### src/rtl/riscv_pkg.sv
// Shared riscv core definitions: register address type, x0 index and the
// write-back trace record used by the regfile and the core top.
package riscv_pkg;

    localparam int XLEN         = 32;
    localparam int NUM_REGS_DEF = 32;
    localparam int REG_AW       = $clog2(NUM_REGS_DEF);
    localparam int X0_IDX       = 0;

    typedef logic [REG_AW-1:0] reg_addr_t;

    localparam reg_addr_t X0 = reg_addr_t'(X0_IDX);

    typedef struct packed {
        logic             valid;
        reg_addr_t        num;
        logic [XLEN-1:0]  data;
    } trace_t;

endpackage

### src/rtl/riscv_regfile_sb_if.sv
// Register file bus: read ports, write-back, pend marking and trace outputs.
interface riscv_regfile_sb_if #(
    parameter int DATA_W   = 32,
    parameter int NUM_REGS = 32,
    parameter int NUM_RD   = 2
);
    localparam int AW = $clog2(NUM_REGS);

    logic [NUM_RD-1:0][AW-1:0]     rd_addr;
    logic [NUM_RD-1:0][DATA_W-1:0] rd_data;
    logic [NUM_RD-1:0]             busy;
    logic                          wr_en;
    logic [AW-1:0]                 wr_addr;
    logic [DATA_W-1:0]             wr_data;
    logic                          pend_set;
    logic [AW-1:0]                 pend_addr;
    logic                          reg_write_sig;
    logic [AW-1:0]                 reg_num;
    logic [DATA_W-1:0]             reg_data;

    modport master (
        output rd_addr, wr_en, wr_addr, wr_data, pend_set, pend_addr,
        input  rd_data, busy, reg_write_sig, reg_num, reg_data
    );

    modport slave (
        input  rd_addr, wr_en, wr_addr, wr_data, pend_set, pend_addr,
        output rd_data, busy, reg_write_sig, reg_num, reg_data
    );

endinterface

### src/rtl/riscv_regfile_sb_read_port.sv
// One combinational read port: x0 forcing, optional write-back forwarding
// and the matching busy flag.
module regfile_read_port #(
    parameter int DATA_W = 32,
    parameter int AW     = 5,
    parameter int BYPASS = 1
) (
    input  logic [AW-1:0]     rd_addr,
    input  logic              wr_en,
    input  logic [AW-1:0]     wr_addr,
    input  logic [DATA_W-1:0] wr_data,
    input  logic [DATA_W-1:0] array_data,
    input  logic              pending,
    output logic [DATA_W-1:0] rd_data,
    output logic              busy
);

    logic hit;

    always_comb begin
        hit     = (BYPASS != 0) && wr_en && (wr_addr == rd_addr);
        rd_data = '0;
        busy    = 1'b0;
        if (rd_addr != '0) begin
            rd_data = hit ? wr_data : array_data;
            // A forwarded write is the result the reader was waiting for.
            busy    = pending & ~hit;
        end
    end

endmodule

### src/rtl/riscv_regfile_sb.sv
// Integer register file with per-register pending scoreboard and a
// registered write-back trace.
module riscv_regfile_sb
    import riscv_pkg::*;
#(
    parameter int DATA_W   = 32,
    parameter int NUM_REGS = 32,
    parameter int NUM_RD   = 2,
    parameter int BYPASS   = 1
) (
    input  logic               clk,
    input  logic               reset,
    riscv_regfile_sb_if.slave  bus
);

    localparam int AW = $clog2(NUM_REGS);
    localparam logic [AW-1:0] ZERO_ADDR = AW'(X0_IDX);

    logic [DATA_W-1:0]   regs [NUM_REGS];
    logic [NUM_REGS-1:0] pending;
    logic                wr_ok;
    logic                pend_ok;

    assign wr_ok   = bus.wr_en    && (bus.wr_addr   != ZERO_ADDR);
    assign pend_ok = bus.pend_set && (bus.pend_addr != ZERO_ADDR);

    // Pend is applied after the write so a same-edge new producer wins.
    always_ff @(posedge clk or negedge reset) begin
        if (!reset) begin
            for (int i = 0; i < NUM_REGS; i++) regs[i] <= '0;
            pending <= '0;
        end else begin
            if (wr_ok) begin
                regs[bus.wr_addr]    <= bus.wr_data;
                pending[bus.wr_addr] <= 1'b0;
            end
            if (pend_ok) pending[bus.pend_addr] <= 1'b1;
        end
    end

    always_ff @(posedge clk or negedge reset) begin
        if (!reset) begin
            bus.reg_write_sig <= 1'b0;
            bus.reg_num       <= '0;
            bus.reg_data      <= '0;
        end else begin
            bus.reg_write_sig <= wr_ok;
            bus.reg_num       <= bus.wr_addr;
            bus.reg_data      <= bus.wr_data;
        end
    end

    for (genvar g = 0; g < NUM_RD; g++) begin : g_rd
        regfile_read_port #(
            .DATA_W (DATA_W),
            .AW     (AW),
            .BYPASS (BYPASS)
        ) u_port (
            .rd_addr    (bus.rd_addr[g]),
            .wr_en      (bus.wr_en),
            .wr_addr    (bus.wr_addr),
            .wr_data    (bus.wr_data),
            .array_data (regs[bus.rd_addr[g]]),
            .pending    (pending[bus.rd_addr[g]]),
            .rd_data    (bus.rd_data[g]),
            .busy       (bus.busy[g])
        );
    end

endmodule

### src/flat_wrapper.sv
// flat-port wrapper written by rule: the top's interface ports become plain ports
module riscv_regfile_sb_flat import riscv_pkg::*;
#(
    parameter int DATA_W   = 32,
    parameter int NUM_REGS = 32,
    parameter int NUM_RD   = 2,
    parameter int BYPASS   = 1
)
  (clk, reset, bus_rd_addr, bus_wr_en, bus_wr_addr, bus_wr_data, bus_pend_set, bus_pend_addr, bus_rd_data, bus_busy, bus_reg_write_sig, bus_reg_num, bus_reg_data);
  riscv_regfile_sb_if #(.DATA_W(DATA_W), .NUM_REGS(NUM_REGS), .NUM_RD(NUM_RD)) bus_i ();
  input  logic clk;
  input  logic reset;
  input wire logic [$bits(bus_i.rd_addr)-1:0] bus_rd_addr;
  input wire logic [$bits(bus_i.wr_en)-1:0] bus_wr_en;
  input wire logic [$bits(bus_i.wr_addr)-1:0] bus_wr_addr;
  input wire logic [$bits(bus_i.wr_data)-1:0] bus_wr_data;
  input wire logic [$bits(bus_i.pend_set)-1:0] bus_pend_set;
  input wire logic [$bits(bus_i.pend_addr)-1:0] bus_pend_addr;
  output wire logic [$bits(bus_i.rd_data)-1:0] bus_rd_data;
  output wire logic [$bits(bus_i.busy)-1:0] bus_busy;
  output wire logic [$bits(bus_i.reg_write_sig)-1:0] bus_reg_write_sig;
  output wire logic [$bits(bus_i.reg_num)-1:0] bus_reg_num;
  output wire logic [$bits(bus_i.reg_data)-1:0] bus_reg_data;
  assign bus_i.rd_addr = bus_rd_addr;
  assign bus_i.wr_en = bus_wr_en;
  assign bus_i.wr_addr = bus_wr_addr;
  assign bus_i.wr_data = bus_wr_data;
  assign bus_i.pend_set = bus_pend_set;
  assign bus_i.pend_addr = bus_pend_addr;
  assign bus_rd_data = bus_i.rd_data;
  assign bus_busy = bus_i.busy;
  assign bus_reg_write_sig = bus_i.reg_write_sig;
  assign bus_reg_num = bus_i.reg_num;
  assign bus_reg_data = bus_i.reg_data;
  riscv_regfile_sb #(.DATA_W(DATA_W), .NUM_REGS(NUM_REGS), .NUM_RD(NUM_RD), .BYPASS(BYPASS)) u_core (.clk(clk), .reset(reset), .bus(bus_i));
endmodule
### config.mk
export PLATFORM = sky130hd
export DESIGN_NAME = riscv_regfile_sb_flat
export DESIGN_NICKNAME = d
export VERILOG_FILES = /design/src/rtl/riscv_pkg.sv /design/src/rtl/riscv_regfile_sb_if.sv /design/src/rtl/riscv_regfile_sb_read_port.sv /design/src/rtl/riscv_regfile_sb.sv /design/src/flat_wrapper.sv
export SDC_FILE = /design/constraint.sdc
export NUM_CORES = 2
export LEC_CHECK = 0
export BUFFER_PORTS_ARGS = -buffer_cell sky130_fd_sc_hd__buf_4
export CAP_MARGIN = 0
export CORE_MARGIN = 2
export CORE_UTILIZATION = 55
export DETAILED_ROUTE_END_ITERATION = 12
export GPL_ROUTABILITY_DRIVEN = 0
export PLACE_DENSITY = 0.72
export REMOVE_ABC_BUFFERS = 1
export SETUP_SLACK_MARGIN = 0.2
export SYNTH_ARGS = -nofsm -noshare
export SYNTH_HDL_FRONTEND = slang
export SYNTH_SLANG_ARGS = --single-unit
### constraint.sdc
create_clock -name clk -period 2.6 [get_ports clk]
set_input_delay 0.39 -clock clk [delete_from_list [all_inputs] [get_ports clk]]
set_output_delay 0.39 -clock clk [all_outputs]
set_load 0.05 [all_outputs]
---- After elaboration in Yosys (flattened, before gate mapping) ----
Index checks and enable logic that the tools add are counted.
Widths: inputs -> output; s select.
word-level totals
  register bits ........................... 1,094
  bits in latches ......................... 0
  RAM bits ................................ 0
  memory bits (read-only) ................. 0
  output and inout port bits .............. 104
  word-level logic and storage cells ...... 94
  memories ................................ 0
cells by class
  add/subtract/negate cells ............... 0
  multipliers ............................. 0
  divide/modulo/power cells ............... 0
  magnitude comparators ................... 10
  equality and inequality tests ........... 2
  shifts and indexed selects .............. 0
  mux-type cells .......................... 25
  bitwise operators ....................... 10
  reduce and logical (&&, ||, !) cells .... 11
operators by type and width
  operator            number
  $bwmux 1024         1
  $mux 32             11
  $bmux 32 s5         2
  $demux 32 s5        1
  $and 32x32->32      1
  $not 32->32         1
  $or 32x32->32       1
  $lt 5x6->1 const B  4
  $reduce_bool 5->1   4
  $ge 6x6->1 const B  3
  $not 5->6           3
  $bmux 1 s5          2
  $demux 1 s5         2
  $eq 5x5->1          2
  $ge 5x1->1 const B  2
  $logic_and 1x1->1   7
  $lt 6x1->1 const B  1
  $mux 1              6
  $and 1x1->1         2
  $not 1->1           2

---- Longest topological paths before layout ----
  depth after elaboration ................. 9
  depth in mapped cells ................... 10

---- Cells and area by module ----
A second synthesis with hierarchy kept.
second synthesis, totals
  cell total of the unflattened synthesis .. 5,081
  area, all modules ....................... 60,023.8 um^2
modules (own cells, without submodules)
  module             times used  cells each  area each (um^2)  sequential area each (um^2)
  riscv_regfile_sb   1           4,829       58,467.3          27,376.3
  regfile_read_port  2           126         778.2             0.0

---- Worst setup path before layout ----
Ideal clock, no wire load.
  path type ............................... input to output
  start ................................... input port bus_rd_addr[0]
  end ..................................... output port bus_rd_data[14]
  arrival ................................. 2,864 ps
  required time ........................... 2,210 ps
  setup slack ............................. -654 ps
  stages .................................. 9
  buffers on the path ..................... 4
  cell sequence ........................... buf_4 -> buf_6 -> buf_8 -> buf_8 -> mux2i_1 -> a221oi_1 -> o21ai_0 -> o22a_1 -> a211oi_1
between the ends
  word-level cells in the longest chain between the ends .. 6
  elaborated cells between the ends (all ways) .. 9
  classes of those cells .................. eq/ne: 1; mux: 5; bitwise: 1; reduce/logical: 2
ends and longest elaborated chain
  what                                         line                              text
  start: declaration                           flat_wrapper.sv:13                input wire logic [$bits(bus_i.rd_addr)-1:0] bus_rd_addr;
  $not 5->6 (not written as such)              riscv_regfile_sb.sv:63            .array_data (regs[bus.rd_addr[g]]),
  $bmux 32 s5                                  riscv_regfile_sb.sv:63
  $mux 32 (not written as such) (2 in series)  riscv_regfile_sb.sv:63
  $mux 32                                      riscv_regfile_sb_read_port.sv:25  rd_data = hit ? wr_data : array_data;
  $mux 32 (*)                                  riscv_regfile_sb_read_port.sv:24  if (rd_addr != '0) begin
  end: declaration                             flat_wrapper.sv:19                output wire logic [$bits(bus_i.rd_data)-1:0] bus_rd_data;
Every way passes the cells marked *; elsewhere a longest branch is shown, timed or not. The select of a mux whose other input is x is not followed.

---- Worst setup path in the final report ----
  start ................................... register u_core.regs[606] in the netlist's numbering
  end ..................................... output port bus_rd_data[30]
between the ends
  word-level cells in the longest chain between the ends .. 5
ends and longest elaborated chain
  what                                         line                              text
  start: declaration                           riscv_regfile_sb.sv:19            logic [DATA_W-1:0] regs [NUM_REGS];
  start signal: indexed assignment             riscv_regfile_sb.sv:34            regs[bus.wr_addr] <= bus.wr_data;
  $bmux 32 s5                                  riscv_regfile_sb.sv:63
  $mux 32 (not written as such) (2 in series)  riscv_regfile_sb.sv:63
  $mux 32                                      riscv_regfile_sb_read_port.sv:25
  $mux 32                                      riscv_regfile_sb_read_port.sv:24
Every way passes these cells. The select of a mux whose other input is x is not followed.

==> load_flow_metrics.sql <==
INSERT INTO impl_metrics (metric_group, metric, value, unit) VALUES
('logic_synthesis', 'synth.most_common_cell', 'sky130_fd_sc_hd__dfrtp_1', ''),
('logic_synthesis', 'netlist_top_cells_count', '1,094 x sky130_fd_sc_hd__dfrtp_1, 1,057 x sky130_fd_sc_hd__mux2_2, 435 x sky130_fd_sc_hd__mux4_2', ''),
('setup_path', 'critical_path.endpoint_type', 'primary output', ''),
('timing', 'timing.final.setup_violations', '66', ''),
('setup_path', 'cpLargestDelayFamily', 'compound AO/OA/AOI/OAI gates', ''),
('min_path', 'hold_path_class', 'primary input to flip-flop', ''),
('logic_synthesis', 'postSynthRegisterBits', '1094', ''),
('timing', 'max_freq', '332', 'MHz'),
('setup_path', 'crit_arrival', '2.62', 'ns'),
('die', 'core_area', '0.104', 'mm^2'),
('timing', 'final.setup.worst_slack', '-0.412', 'ns'),
('timing', 'finalClockSkew', '0', 'ns'),
('die', 'pin_count', '160', ''),
('setup_path', 'levels_on_crit_path', '7', ''),
('timing', 'setup_repair_after_global_routing_missed_its_margin', 'true', ''),
('logic_synthesis', 'dominant_cells_by_area_after_synthesis', 'sky130_fd_sc_hd__dfrtp_1 47%, sky130_fd_sc_hd__mux2_2 21%, sky130_fd_sc_hd__mux4_2 17%', ''),
('timing', 'final_period_minus_worst_setup_slack', '3.01', 'ns'),
('global_routing', 'initial_antenna_violation_count', '4', ''),
('logic_synthesis', 'synth-edff-count', '0', ''),
('layout', 'post-route-util', '68.5', '%'),
('clock_network', 'cts_num_sinks', '1094', ''),
('timing', 'maxSlewViolCount', '0', ''),
('logic_synthesis', 'yosys.cell_types.count', '56', ''),
('run_status', 'run_status', 'finished with violations', ''),
('setup_path', 'required', '2.21', 'ns'),
('layout', 'final_area', '0.0711', 'mm^2'),
('placed_design', 'dpl_cell_area', '0.0640', 'mm^2'),
('global_routing', 'grt_first_pass_wirelength', '280', 'mm'),
('clock_network', 'clock_insertion_delay_worst_skew', '0.70', 'ns'),
('power', 'totalPowerFinal', '52.6', 'mW'),
('timing', 'final.period_utilization', '116', '%'),
('drt', 'detail_route.vias_per_cell', '6.96', ''),
('drt', 'met1_length', '73.1', 'mm'),
('logic_synthesis', 'syn_inst', '3985', ''),
('setup_path', 'setup.worst_path.start_class', 'flip-flop', ''),
('setup_path', 'path_cells', 'mux4_2, nor2b_1, a211o_1, a31oi_1, a211oi_2, buf_4, buf_8', ''),
('global_routing', 'remaining_global_route_overflow', '0', ''),
('layout', 'insertedDiodeCount', '0', ''),
('drt', 'drcViolationCount', '0', ''),
('layout', 'final_nets', '4441', ''),
('global_routing', 'grt_util_all_layers', '35.4', '%'),
('setup_path', 'reg2reg_depth', '2', ''),
('logic_synthesis', 'synthDominantAreaCellType', 'sky130_fd_sc_hd__dfrtp_1', ''),
('power', 'irDropWorstVdd', '0.783', 'mV'),
('logic_synthesis', 'synth-main-ff-cell', 'sky130_fd_sc_hd__dfrtp_1', ''),
('run_status', 'violations', 'negative setup slack', ''),
('logic_synthesis', 'post-synth-top-area-fraction', '47.4', '%'),
('timing', 'fin_setup_tns', '-13.22', 'ns'),
('die', 'fp.dieW', '328', 'um'),
('drt', 'met3RoutedLength', '17.4', 'mm'),
('job', 'cap_viol_max_count', '0', ''),
('drt', 'highest_layer', 'met5', ''),
('drt', 'postRouteWirelength', '190', 'mm'),
('setup_path', 'worst_path_max_delay_cell', 'sky130_fd_sc_hd__mux4_2', ''),
('die', 'dieHeight', '328', 'um'),
('clock_network', 'cts_tree', 'done', ''),
('drt', 'route.met2.wl', '89.0', 'mm'),
('drt', 'wl_per_cell', '32.4', 'um'),
('clock_network', 'ctsHtreeMaxLevel', '3', ''),
('setup_path', 'category_of_the_most_critical_setup_path', 'flip-flop to primary output', ''),
('global_routing', 'via_count_of_the_first_global_routing_pass', '41740', ''),
('drt', 'routed_vias', '40799', ''),
('drt', 'drt_first_iter_violations', '4644', ''),
('power', 'powerDensity', '740', 'mW/mm^2'),
('power', 'static_leakage_power', '31.1', 'nW'),
('min_path', 'min_delay_path_depth', '2', ''),
('timing', 'report.final.hold_viol_count', '0', ''),
('setup_path', 'critPathBufInv', '2', ''),
('timing', 'tightest_slew', '0.615', 'ns'),
('clock_network', 'clockRootBuffer', 'sky130_fd_sc_hd__clkbuf_16', ''),
('logic_synthesis', 'asyncSetResetFlopFracSynth', '100', '%');
==> routing by layer <==
layer | track usage [%] | vias up
li1 | - | 16239
met1 | 48.0 | 21529
met2 | 55.3 | 2417
met3 | 6.53 | 608
met4 | 17.7 | 6
met5 | 0 | -
==> per-stage QoR <==
| step | hold slack [ns] | std cells | setup WS, ns |
|---|---|---|---|
| after CTS | 0.0150 | 5843 | -0.433 |
| after global routing | 0.0508 | 5863 | -0.495 |
| final | 0.0455 | 5863 | -0.412 |
| after detailed placement | 0.384 | 5540 | -0.768 |
| after global placement | 0.376 | 5540 | -0.805 |
| after floorplan | 0.0944 | 3529 | -1.23 |
==> cell type report <==
cell class	count	area (um^2)
clock buffers	173	3510
inverters	16	62.6
flip-flops and latches	1094	27400
repair buffers	738	8260
well taps	1380	1730
fillers	7004	32700
clock inverters	43	587
multi-input cells	2419	29500
==> final timing paths <==
check	slack (ns)	end	startpoint
max in group asynchronous	1.30	u_core.regs[754]	reset
worst max-delay path	-0.41	bus_rd_data[30]	u_core.regs[606]
min in group asynchronous	0.26	u_core.regs[491]	reset
worst min register to register	0.40	u_core.regs[1022]	u_core.regs[1022]
worst max register to register	1.33	u_core.pending[19]	u_core.pending[19]
worst min-delay path	0.05	u_core.pending[11]	bus_pend_addr[0]
==> cells in the final DEF, fill, tap and decap left out, types with 36 or more instances in the layout <==
cell type	netlist	routed
sky130_fd_sc_hd__mux4_2	435	435
sky130_fd_sc_hd__buf_12	0	142
sky130_fd_sc_hd__dfrtp_1	1094	1094
sky130_fd_sc_hd__a22oi_1	41	36
sky130_fd_sc_hd__mux2_2	1057	1057
sky130_fd_sc_hd__clkbuf_16	0	120
sky130_fd_sc_hd__a22o_1	42	39
sky130_fd_sc_hd__o21ai_0	61	41
sky130_fd_sc_hd__o22ai_2	0	41
sky130_fd_sc_hd__clkbuf_8	0	37
sky130_fd_sc_hd__dlygate4sd3_1	0	38
sky130_fd_sc_hd__nor2_1	88	70
sky130_fd_sc_hd__mux2i_1	164	145
sky130_fd_sc_hd__buf_6	17	83
sky130_fd_sc_hd__o22ai_1	123	67
sky130_fd_sc_hd__buf_4	43	435
==> where the power goes <==
part / switching, mW / total, mW / internal [mW]
combinational: 5.31 / 12.4 / 7.04
sequential: 2.37 / 22.6 / 20.2
clock: 7.25 / 17.7 / 10.4
total: 14.9 / 52.6 / 37.7
==> cell families after synthesis <==
kind of cell	count (synthesis)	synth area share, %
compound gates	409	5.10
xor+xnor	10	0.152
buf+inv	472	3.89
flops	1094	47.4
mux	1656	40.4
simple gates	344	3.01
==> worst register-to-register path, delay by kind of cell, from the launching register on <==
kind / cells / cell delay (ns)
AO/OA/AOI/OAI: 1 / 0.21
flip-flops: 1 / 0.40
buffers and inverters: 1 / 0.55
==> what timing repair did <==
| action | in CTS | in global routing |
|---|---|---|
| cloned | 6 | 3 |
| pin swaps | 108 | 59 |
| endpoints found under the hold margin | 106 | 0 |
| setup endpoints to repair | 66 | 67 |
| hold buffers | 38 | 0 |
| resized for setup | 298 | 106 |
| setup buffers | 43 | 18 |
==> flip-flops by register name (all words and copies together) (netlist names) <==
register	flops
u_core.bus.reg_num	5
u_core.bus.reg_data	32
u_core.bus.reg_write_sig	1
u_core.pending	32
u_core.regs	1024
Power figures use the tool's default switching activity.
